### config.mk
export PLATFORM = sky130hd
export DESIGN_NAME = ex_stage_iter
export DESIGN_NICKNAME = d
export VERILOG_FILES = /design/src/rtl/ex_iter_pkg.sv /design/src/rtl/ex_iter_datapath.sv /design/src/rtl/ex_stage_iter.sv
export SDC_FILE = /design/constraint.sdc
export NUM_CORES = 1
export LEC_CHECK = 0
export BUFFER_PORTS_ARGS = -buffer_cell sky130_fd_sc_hd__buf_4
export CAP_MARGIN = 5
export CORE_MARGIN = 2
export CORE_UTILIZATION = 40
export CTS_CLUSTER_SIZE = 25
export DETAILED_ROUTE_END_ITERATION = 8
export RECOVER_POWER = 25
export SLEW_MARGIN = 20
export SYNTH_ARGS = -nofsm -noshare
export SYNTH_HDL_FRONTEND = slang
export SYNTH_HIERARCHICAL = 1
export SYNTH_SLANG_ARGS = --single-unit
### constraint.sdc
create_clock -name Clk -period 10.8 [get_ports Clk]
set_input_delay 1.62 -clock Clk [delete_from_list [all_inputs] [get_ports Clk]]
set_output_delay 1.62 -clock Clk [all_outputs]
set_load 0.01 [all_outputs]
### src/rtl/ex_iter_pkg.sv
// Shared types for the iterative multiply/divide execute stage: op codes,
// FSM states, datapath command encoding and the latency helper.
package ex_iter_pkg;

    typedef enum logic [2:0] {
        OP_NOP    = 3'd0,
        OP_MULT   = 3'd1,
        OP_MULTU  = 3'd2,
        OP_DIV    = 3'd3,
        OP_DIVU   = 3'd4,
        OP_MADD   = 3'd5,
        OP_MSUB   = 3'd6,
        OP_MTHILO = 3'd7
    } op_e;

    typedef enum logic [2:0] {
        S_IDLE = 3'd0,
        S_MUL  = 3'd1,
        S_DIV  = 3'd2,
        S_FIX  = 3'd3,
        S_DONE = 3'd4
    } state_e;

    typedef enum logic [2:0] {
        DP_HOLD     = 3'd0,
        DP_LOAD     = 3'd1,
        DP_MUL_STEP = 3'd2,
        DP_DIV_STEP = 3'd3,
        DP_FIX      = 3'd4
    } dp_cmd_e;

    typedef enum logic [1:0] {
        ACC_NONE = 2'd0,
        ACC_ADD  = 2'd1,
        ACC_SUB  = 2'd2
    } acc_mode_e;

    // Accept edge to OutValid for iterated ops: DATA_W steps plus FIX plus DONE.
    function automatic int unsigned iter_latency(input int unsigned data_w);
        return data_w + 32'd2;
    endfunction

    function automatic logic is_signed_op(input op_e op);
        case (op)
            OP_MULT, OP_DIV, OP_MADD, OP_MSUB: return 1'b1;
            default:                          return 1'b0;
        endcase
    endfunction

endpackage

### src/rtl/ex_iter_datapath.sv
// Hi/Lo shift registers, operand and accumulator registers, iteration counter.
// Restoring divide step is present only when EX_ITER_DIV_EN is defined.
module ex_iter_datapath
    import ex_iter_pkg::*;
#(
    parameter int DATA_W = 32
) (
    input  logic                  clk,
    input  logic                  rst,
    input  dp_cmd_e               cmd,
    input  logic [DATA_W-1:0]     load_hi,
    input  logic [DATA_W-1:0]     load_lo,
    input  logic [DATA_W-1:0]     load_opnd,
    input  logic [2*DATA_W-1:0]   load_acc,
    input  logic                  neg_full,
    input  acc_mode_e             acc_mode,
    input  logic                  neg_hi,
    input  logic                  neg_lo,
    output logic [DATA_W-1:0]     hi,
    output logic [DATA_W-1:0]     lo,
    output logic                  last
);

    localparam int CNT_W = $clog2(DATA_W) + 1;

    logic [DATA_W-1:0]   hi_q, hi_d, lo_q, lo_d, opnd_q, opnd_d;
    logic [2*DATA_W-1:0] acc_q, acc_d;
    logic [CNT_W-1:0]    cnt_q, cnt_d;
    logic [DATA_W:0]     mul_sum_s;
    logic [2*DATA_W-1:0] prod_s, acc_res_s;
    logic [DATA_W-1:0]   fix_hi_s, fix_lo_s;
`ifdef EX_ITER_DIV_EN
    logic [DATA_W:0]     div_rem_s, div_diff_s;
`endif

    assign hi   = hi_q;
    assign lo   = lo_q;
    assign last = (cnt_q == CNT_W'(DATA_W - 1));

    // Step arithmetic and next-state selection for the datapath registers.
    always_comb begin
        hi_d   = hi_q;
        lo_d   = lo_q;
        opnd_d = opnd_q;
        acc_d  = acc_q;
        cnt_d  = cnt_q;

        // Multiply: add multiplicand when the next multiplier bit (lo[0]) is set.
        mul_sum_s = {1'b0, hi_q} + (lo_q[0] ? {1'b0, opnd_q} : {(DATA_W+1){1'b0}});

        prod_s = neg_full ? -{hi_q, lo_q} : {hi_q, lo_q};
        case (acc_mode)
            ACC_ADD: acc_res_s = acc_q + prod_s;
            ACC_SUB: acc_res_s = acc_q - prod_s;
            default: acc_res_s = prod_s;
        endcase
        fix_hi_s = neg_hi ? -acc_res_s[2*DATA_W-1:DATA_W] : acc_res_s[2*DATA_W-1:DATA_W];
        fix_lo_s = neg_lo ? -acc_res_s[DATA_W-1:0]        : acc_res_s[DATA_W-1:0];

`ifdef EX_ITER_DIV_EN
        // Remainder lives in hi, dividend shifts out of lo while quotient shifts in.
        div_rem_s  = {hi_q, lo_q[DATA_W-1]};
        div_diff_s = div_rem_s - {1'b0, opnd_q};
`endif

        case (cmd)
            DP_LOAD: begin
                hi_d   = load_hi;
                lo_d   = load_lo;
                opnd_d = load_opnd;
                acc_d  = load_acc;
                cnt_d  = {CNT_W{1'b0}};
            end
            DP_MUL_STEP: begin
                hi_d  = mul_sum_s[DATA_W:1];
                lo_d  = {mul_sum_s[0], lo_q[DATA_W-1:1]};
                cnt_d = cnt_q + CNT_W'(1);
            end
`ifdef EX_ITER_DIV_EN
            DP_DIV_STEP: begin
                hi_d  = div_diff_s[DATA_W] ? div_rem_s[DATA_W-1:0] : div_diff_s[DATA_W-1:0];
                lo_d  = {lo_q[DATA_W-2:0], ~div_diff_s[DATA_W]};
                cnt_d = cnt_q + CNT_W'(1);
            end
`endif
            DP_FIX: begin
                hi_d = fix_hi_s;
                lo_d = fix_lo_s;
            end
            default: begin
            end
        endcase
    end

    // Datapath register bank.
    always_ff @(posedge clk or posedge rst) begin
        if (rst) begin
            hi_q   <= {DATA_W{1'b0}};
            lo_q   <= {DATA_W{1'b0}};
            opnd_q <= {DATA_W{1'b0}};
            acc_q  <= {(2*DATA_W){1'b0}};
            cnt_q  <= {CNT_W{1'b0}};
        end else begin
            hi_q   <= hi_d;
            lo_q   <= lo_d;
            opnd_q <= opnd_d;
            acc_q  <= acc_d;
            cnt_q  <= cnt_d;
        end
    end

endmodule

### src/rtl/ex_stage_iter.sv
// Iterative multiply / divide / multiply-accumulate execute stage with
// valid/ready handshakes. Define EX_ITER_DIV_EN to include the divider.
module ex_stage_iter
    import ex_iter_pkg::*;
#(
    parameter int DATA_W  = 32,
    parameter int RADDR_W = 5
) (
    input  logic                  Clk,
    input  logic                  Reset,
    input  logic                  InValid,
    output logic                  InReady,
    input  logic [2:0]            Op,
    input  logic [DATA_W-1:0]     OpA,
    input  logic [DATA_W-1:0]     OpB,
    input  logic [DATA_W-1:0]     HiIn,
    input  logic [DATA_W-1:0]     LoIn,
    input  logic [RADDR_W-1:0]    RdIn,
    output logic                  OutValid,
    input  logic                  OutReady,
    output logic [2*DATA_W-1:0]   oHiLo,
    output logic                  oHiLoWrite,
    output logic [RADDR_W-1:0]    oRd,
    output logic                  oBusy
);

    state_e              state_q, state_d;
    logic [RADDR_W-1:0]  rd_q, rd_d;
    logic                wr_q, wr_d;
    logic                neg_full_q, neg_full_d;
    acc_mode_e           acc_mode_q, acc_mode_d;
    logic                neg_hi_q, neg_hi_d;
    logic                neg_lo_q, neg_lo_d;

    op_e                 op_s;
    logic                a_neg_s, b_neg_s;
    logic [DATA_W-1:0]   a_mag_s, b_mag_s;
    dp_cmd_e             dp_cmd_s;
    logic [DATA_W-1:0]   load_hi_s, load_lo_s, load_opnd_s;
    logic [DATA_W-1:0]   dp_hi_s, dp_lo_s;
    logic                dp_last_s;

    assign InReady    = (state_q == S_IDLE);
    assign oBusy      = (state_q != S_IDLE);
    assign OutValid   = (state_q == S_DONE);
    assign oHiLoWrite = wr_q;
    assign oRd        = rd_q;
    assign oHiLo      = {dp_hi_s, dp_lo_s};

    // Signed ops iterate on magnitudes; the sign is restored in FIX.
    always_comb begin
        op_s    = op_e'(Op);
        a_neg_s = is_signed_op(op_s) & OpA[DATA_W-1];
        b_neg_s = is_signed_op(op_s) & OpB[DATA_W-1];
        a_mag_s = a_neg_s ? -OpA : OpA;
        b_mag_s = b_neg_s ? -OpB : OpB;
    end

    // Next-state, datapath command and per-op control flags.
    always_comb begin
        state_d     = state_q;
        rd_d        = rd_q;
        wr_d        = wr_q;
        neg_full_d  = neg_full_q;
        acc_mode_d  = acc_mode_q;
        neg_hi_d    = neg_hi_q;
        neg_lo_d    = neg_lo_q;
        dp_cmd_s    = DP_HOLD;
        load_hi_s   = {DATA_W{1'b0}};
        load_lo_s   = {DATA_W{1'b0}};
        load_opnd_s = {DATA_W{1'b0}};

        case (state_q)
            S_IDLE: begin
                if (InValid) begin
                    rd_d       = RdIn;
                    wr_d       = 1'b0;
                    neg_full_d = 1'b0;
                    acc_mode_d = ACC_NONE;
                    neg_hi_d   = 1'b0;
                    neg_lo_d   = 1'b0;
                    dp_cmd_s   = DP_LOAD;
                    case (op_s)
                        OP_MULT, OP_MULTU, OP_MADD, OP_MSUB: begin
                            load_lo_s   = b_mag_s;
                            load_opnd_s = a_mag_s;
                            neg_full_d  = a_neg_s ^ b_neg_s;
                            acc_mode_d  = (op_s == OP_MADD) ? ACC_ADD :
                                          (op_s == OP_MSUB) ? ACC_SUB : ACC_NONE;
                            state_d     = S_MUL;
                        end
                        OP_DIV, OP_DIVU: begin
`ifdef EX_ITER_DIV_EN
                            if (OpB == {DATA_W{1'b0}}) begin
                                load_hi_s = OpA;
                                load_lo_s = {DATA_W{1'b1}};
                                wr_d      = 1'b1;
                                state_d   = S_DONE;
                            end else begin
                                load_lo_s   = a_mag_s;
                                load_opnd_s = b_mag_s;
                                neg_lo_d    = a_neg_s ^ b_neg_s;
                                neg_hi_d    = a_neg_s;
                                state_d     = S_DIV;
                            end
`else
                            state_d = S_DONE;
`endif
                        end
                        OP_MTHILO: begin
                            load_hi_s = OpA;
                            load_lo_s = OpB;
                            wr_d      = 1'b1;
                            state_d   = S_DONE;
                        end
                        default: begin
                            state_d = S_DONE;
                        end
                    endcase
                end else begin
                    state_d = S_IDLE;
                end
            end
            S_MUL: begin
                dp_cmd_s = DP_MUL_STEP;
                if (dp_last_s) begin
                    state_d = S_FIX;
                end else begin
                    state_d = S_MUL;
                end
            end
            S_DIV: begin
`ifdef EX_ITER_DIV_EN
                dp_cmd_s = DP_DIV_STEP;
                if (dp_last_s) begin
                    state_d = S_FIX;
                end else begin
                    state_d = S_DIV;
                end
`else
                state_d = S_IDLE;
`endif
            end
            S_FIX: begin
                dp_cmd_s = DP_FIX;
                wr_d     = 1'b1;
                state_d  = S_DONE;
            end
            S_DONE: begin
                if (OutReady) begin
                    wr_d    = 1'b0;
                    state_d = S_IDLE;
                end else begin
                    state_d = S_DONE;
                end
            end
            default: begin
                state_d = S_IDLE;
            end
        endcase
    end

    // Control state and per-op flags.
    always_ff @(posedge Clk or posedge Reset) begin
        if (Reset) begin
            state_q    <= S_IDLE;
            rd_q       <= {RADDR_W{1'b0}};
            wr_q       <= 1'b0;
            neg_full_q <= 1'b0;
            acc_mode_q <= ACC_NONE;
            neg_hi_q   <= 1'b0;
            neg_lo_q   <= 1'b0;
        end else begin
            state_q    <= state_d;
            rd_q       <= rd_d;
            wr_q       <= wr_d;
            neg_full_q <= neg_full_d;
            acc_mode_q <= acc_mode_d;
            neg_hi_q   <= neg_hi_d;
            neg_lo_q   <= neg_lo_d;
        end
    end

    ex_iter_datapath #(
        .DATA_W (DATA_W)
    ) u_datapath (
        .clk       (Clk),
        .rst       (Reset),
        .cmd       (dp_cmd_s),
        .load_hi   (load_hi_s),
        .load_lo   (load_lo_s),
        .load_opnd (load_opnd_s),
        .load_acc  ({HiIn, LoIn}),
        .neg_full  (neg_full_q),
        .acc_mode  (acc_mode_q),
        .neg_hi    (neg_hi_q),
        .neg_lo    (neg_lo_q),
        .hi        (dp_hi_s),
        .lo        (dp_lo_s),
        .last      (dp_last_s)
    );

endmodule

==> metrics.csv <==
metric;value;unit
xor_and_xnor_area_share_after_synthesis;0.104;
number_of_pins_with_negative_max_slew_slack_in_the_final_report;146;
fmaxAchievable;0.112;GHz
num-nets-final;3272;
maxCapViolCount;3;
routed_via_density;6.29;
num_rows;86;
synth-edff-count;0;
first_iter_violations;2503;
asyncSetResetFlopFracSynth;1.00;
largest_family_of_logic_cells_by_synthesized_area;compound AO/OA/AOI/OAI gates;
max_slew_margin;-1.45;
timing.hold.worst.class;reg2reg;
cts_num_sinks;178;
core_area;0.0549;mm^2
die_height;239;um
synth-compound-area-share;0.275;
finalWeightedCongestion;0.960;
ys_ff_latch;178;
violations;capacitance limit, slew limit;
ctsRootBufferMaster;sky130_fd_sc_hd__clkbuf_16;
cts_hold_buffers;0;
maximum_number_of_pins_on_one_net_before_global_route_repair;79;
insertedDiodeCount;0;
cp.arrival;9.27;ns
ff_to_ff_path_depth;25;
design.portCount;213;
path_max_fanout;20;
drt-pass1-iter-count;6;
detail-route-antenna-nets;0;
grt_remaining_overflow;0;
netlist.top_cell.by_area;sky130_fd_sc_hd__dfrtp_1;
layout-drive-gt1-share;0.146;
skew;0.0225;ns
dpl.hpwl;66700;um
timing.critical_path.to_type;register;
r2r_setup_slack;1.87;ns
post_cts_resize_count;0;
yosys.cell_types.count;106;
initial_standard_cell_utilization_of_the_core;0.403;
yosys_warnings;6;
detailed_place.area;0.0241;mm^2
post_cts.repair.setup_buffers;0;
tritoncts;yes;
syn-mean-instance-area;7.50;um^2
final-hold-violation-count;0;
grt_first_pass_wirelength;130000;um
antenna_found_initial;0;
worst_pin_slew;3.68;ns
num_vias;23500;
stdcell_area;0.0246;mm^2
netlist_top_cells_area;sky130_fd_sc_hd__dfrtp_1 (20%), sky130_fd_sc_hd__a21oi_1 (6.0%), sky130_fd_sc_hd__ha_1 (6.0%);
worstHoldStart;acc_mode_q[0];
hold_path_end;acc_mode_q[0];
clkSlewWorstSetupHoldPaths;0.08;ns
hold_path_cell_cnt;2;
run_status;finished, violations left;
h-tree-depth;4;
final_cycle_utilization_of_the_critical_path;0.827;
syn2layout_area_growth;11.2;%
die_outline_area;0.0573;mm^2
regToRegEndpoint;u_datapath/hi[29];
routed_wl;85200;um
data_required_critical_path;11.14;ns
syn_std_cell_area;0.0221;mm^2
start_kind;register;
criticalPathCategory;reg2reg;
setup_viol;0;
synth-seq-area-share;0.201;
synth_flop_cell;sky130_fd_sc_hd__dfrtp_1;
synth_top_area_share;0.201;
number_of_buffers_created_by_cts;17;
drt-wirelength-per-cell;22.8;um
worst_hold_slack;0.486;ns
port_buffers;212;
synth-adder-area-share;0.0622;
detail_route.drc_violations;0;
finalWorstPathRequiredPeriod;8.93;ns
chipWidth;239;um
clock_tree_buf_depth;2;
crit-reg2reg-launch;u_datapath/lo[1];
syn-instance-count;2954;
gr-usage-all-layers;0.294;
fin_tns_setup;0;ns
grt_pass1_vias;21400;
rsz_0062_raised_after_global_routing;false;
synth_mux_area_frac;0.0641;
worst_skew_pair.late_latency;0.52;ns
yosys.area_share.simple;0.247;
## per-layer routing
| layer | vias up | wire length [um] | track usage | part of all wire |
|---|---|---|---|---|
| li1 | 11100 | - | - | - |
| met1 | 11400 | 41200 | 0.446 | 0.48 |
| met2 | 928 | 36200 | 0.433 | 0.42 |
| met3 | 92 | 6080 | 0.0383 | 0.071 |
| met4 | 0 | 1720 | 0.0807 | 0.020 |
| met5 | - | 0 | 0 | 0 |
## registers in the layout (all words and copies together) (netlist names)
name               flops
acc_mode_q             2
neg_full_q             1
oHiLoWrite             1
oRd                    5
state_q                3
u_datapath/acc_q      64
u_datapath/cnt_q       6
u_datapath/hi         32
u_datapath/lo         32
u_datapath/opnd_q     32
## cell usage after synthesis (21+ instances only)
master	n
sky130_fd_sc_hd__and2_1	72
sky130_fd_sc_hd__nor3_1	54
sky130_fd_sc_hd__nor2_1	227
sky130_fd_sc_hd__nand2b_1	32
sky130_fd_sc_hd__o21a_1	35
sky130_fd_sc_hd__or3_1	65
sky130_fd_sc_hd__nand3_1	91
sky130_fd_sc_hd__buf_1	24
sky130_fd_sc_hd__mux2_2	103
sky130_fd_sc_hd__o31ai_1	55
sky130_fd_sc_hd__xnor2_1	140
sky130_fd_sc_hd__or2_2	21
sky130_fd_sc_hd__a31oi_1	41
sky130_fd_sc_hd__or4_1	24
sky130_fd_sc_hd__xor2_1	118
sky130_fd_sc_hd__mux2i_1	26
sky130_fd_sc_hd__o21bai_1	22
sky130_fd_sc_hd__a21oi_1	266
sky130_fd_sc_hd__nor2b_1	24
sky130_fd_sc_hd__nand4_1	39
sky130_fd_sc_hd__a21o_1	36
sky130_fd_sc_hd__nand2_1	285
sky130_fd_sc_hd__inv_1	60
sky130_fd_sc_hd__o21ai_0	224
sky130_fd_sc_hd__o22ai_1	60
sky130_fd_sc_hd__clkbuf_1	152
sky130_fd_sc_hd__ha_1	106
sky130_fd_sc_hd__o41ai_1	29
sky130_fd_sc_hd__nor4_1	41
sky130_fd_sc_hd__dfrtp_1	178
sky130_fd_sc_hd__o211ai_1	24
## kinds of logic (layout without fill, tap and decap cells)
family,count (synthesis),count (layout)
AND/OR/NAND/NOR,1069,1069
AO/OA/AOI/OAI,953,953
adder cells (fa/ha/maj),109,109
XOR/XNOR,260,260
buffers and inverters,255,332
other,1,6
multiplexers,129,129
flip-flops,178,178
## final cells by class
class | instances | area (um^2)
Inverter | 63 | 238
Clock inverter | 11 | 95.1
Clock buffer | 20 | 447
Multi-Input combinational cell | 2526 | 16700
Sequential cell | 178 | 4460
Fill cell | 5641 | 30300
Timing Repair Buffer | 238 | 1770
Tap cell | 704 | 881
## metrics by stage
stage           util  worst slack (ns)  std cells
2_1_floorplan      -              3.67       2959
4_1_cts        0.449              1.86       3740
3_5_place_dp   0.439              1.92       3709
3_3_place_gp   0.439              1.96       3709
5_1_grt        0.448              1.40       3740
6_report       0.448              1.87       3740
## critical path, stage by stage (launching register included)
cell and delay, ns:
sky130_fd_sc_hd__dfrtp_1 0.52, sky130_fd_sc_hd__inv_1 0.14, sky130_fd_sc_hd__ha_1 0.65, sky130_fd_sc_hd__nor2b_1 0.31
sky130_fd_sc_hd__nor4b_1 0.28, sky130_fd_sc_hd__o211ai_1 0.15, sky130_fd_sc_hd__a2111oi_1 0.89, sky130_fd_sc_hd__nand3_1 0.15
sky130_fd_sc_hd__nor2_1 0.22, sky130_fd_sc_hd__nand2_1 0.12, sky130_fd_sc_hd__nor3_1 0.25, sky130_fd_sc_hd__nor3b_1 0.42
sky130_fd_sc_hd__nor2b_1 0.47, sky130_fd_sc_hd__nor2_1 0.10, sky130_fd_sc_hd__xnor2_1 0.19, sky130_fd_sc_hd__ha_1 0.47
sky130_fd_sc_hd__nand4_1 0.19, sky130_fd_sc_hd__or3_1 0.38, sky130_fd_sc_hd__a2111oi_1 0.71, sky130_fd_sc_hd__o21ai_0 0.26
sky130_fd_sc_hd__a211oi_1 0.52, sky130_fd_sc_hd__o211ai_2 0.22, sky130_fd_sc_hd__and4bb_1 0.40, sky130_fd_sc_hd__nand4_2 0.22
sky130_fd_sc_hd__o311ai_0 0.40, sky130_fd_sc_hd__o21ai_0 0.14
## layout by cell type (no fill, tap or decap), types with 19 or more instances in the layout
master,Yosys,final
sky130_fd_sc_hd__a211oi_1,20,20
sky130_fd_sc_hd__a21o_1,36,36
sky130_fd_sc_hd__a21oi_1,266,266
sky130_fd_sc_hd__a31oi_1,41,41
sky130_fd_sc_hd__and2_1,72,72
sky130_fd_sc_hd__and3_1,19,19
sky130_fd_sc_hd__buf_4,0,233
sky130_fd_sc_hd__dfrtp_1,178,177
sky130_fd_sc_hd__ha_1,106,105
sky130_fd_sc_hd__inv_1,60,59
sky130_fd_sc_hd__mux2_2,103,103
sky130_fd_sc_hd__mux2i_1,26,26
sky130_fd_sc_hd__nand2_1,285,284
sky130_fd_sc_hd__nand2b_1,32,31
sky130_fd_sc_hd__nand3_1,91,91
sky130_fd_sc_hd__nand4_1,39,39
sky130_fd_sc_hd__nor2_1,227,224
sky130_fd_sc_hd__nor2b_1,24,24
sky130_fd_sc_hd__nor3_1,54,54
sky130_fd_sc_hd__nor4_1,41,41
sky130_fd_sc_hd__o211ai_1,24,24
sky130_fd_sc_hd__o21a_1,35,35
sky130_fd_sc_hd__o21ai_0,224,223
sky130_fd_sc_hd__o21bai_1,22,22
sky130_fd_sc_hd__o22ai_1,60,60
sky130_fd_sc_hd__o31ai_1,55,55
sky130_fd_sc_hd__o41ai_1,29,29
sky130_fd_sc_hd__or2_2,21,21
sky130_fd_sc_hd__or3_1,65,65
sky130_fd_sc_hd__or4_1,24,24
sky130_fd_sc_hd__xnor2_1,140,140
sky130_fd_sc_hd__xor2_1,118,118
## worst max-delay path by stage
stage | end | slack [ns] | start
6_report | u_datapath/hi[29] | 1.87 | u_datapath/lo[1]
3_5_place_dp | u_datapath/hi[29] | 1.92 | u_datapath/lo[1]
3_3_place_gp | u_datapath/hi[29] | 1.96 | u_datapath/lo[1]
4_1_cts | u_datapath/hi[29] | 1.86 | u_datapath/lo[1]
5_1_grt | u_datapath/hi[29] | 1.40 | u_datapath/lo[1]
2_1_floorplan | u_datapath/hi[29] | 3.67 | u_datapath/lo[0]
Power is left out: the tool's default activity adds up to more than one toggle a clock period on the data nets, which glitch-free logic cannot reach.
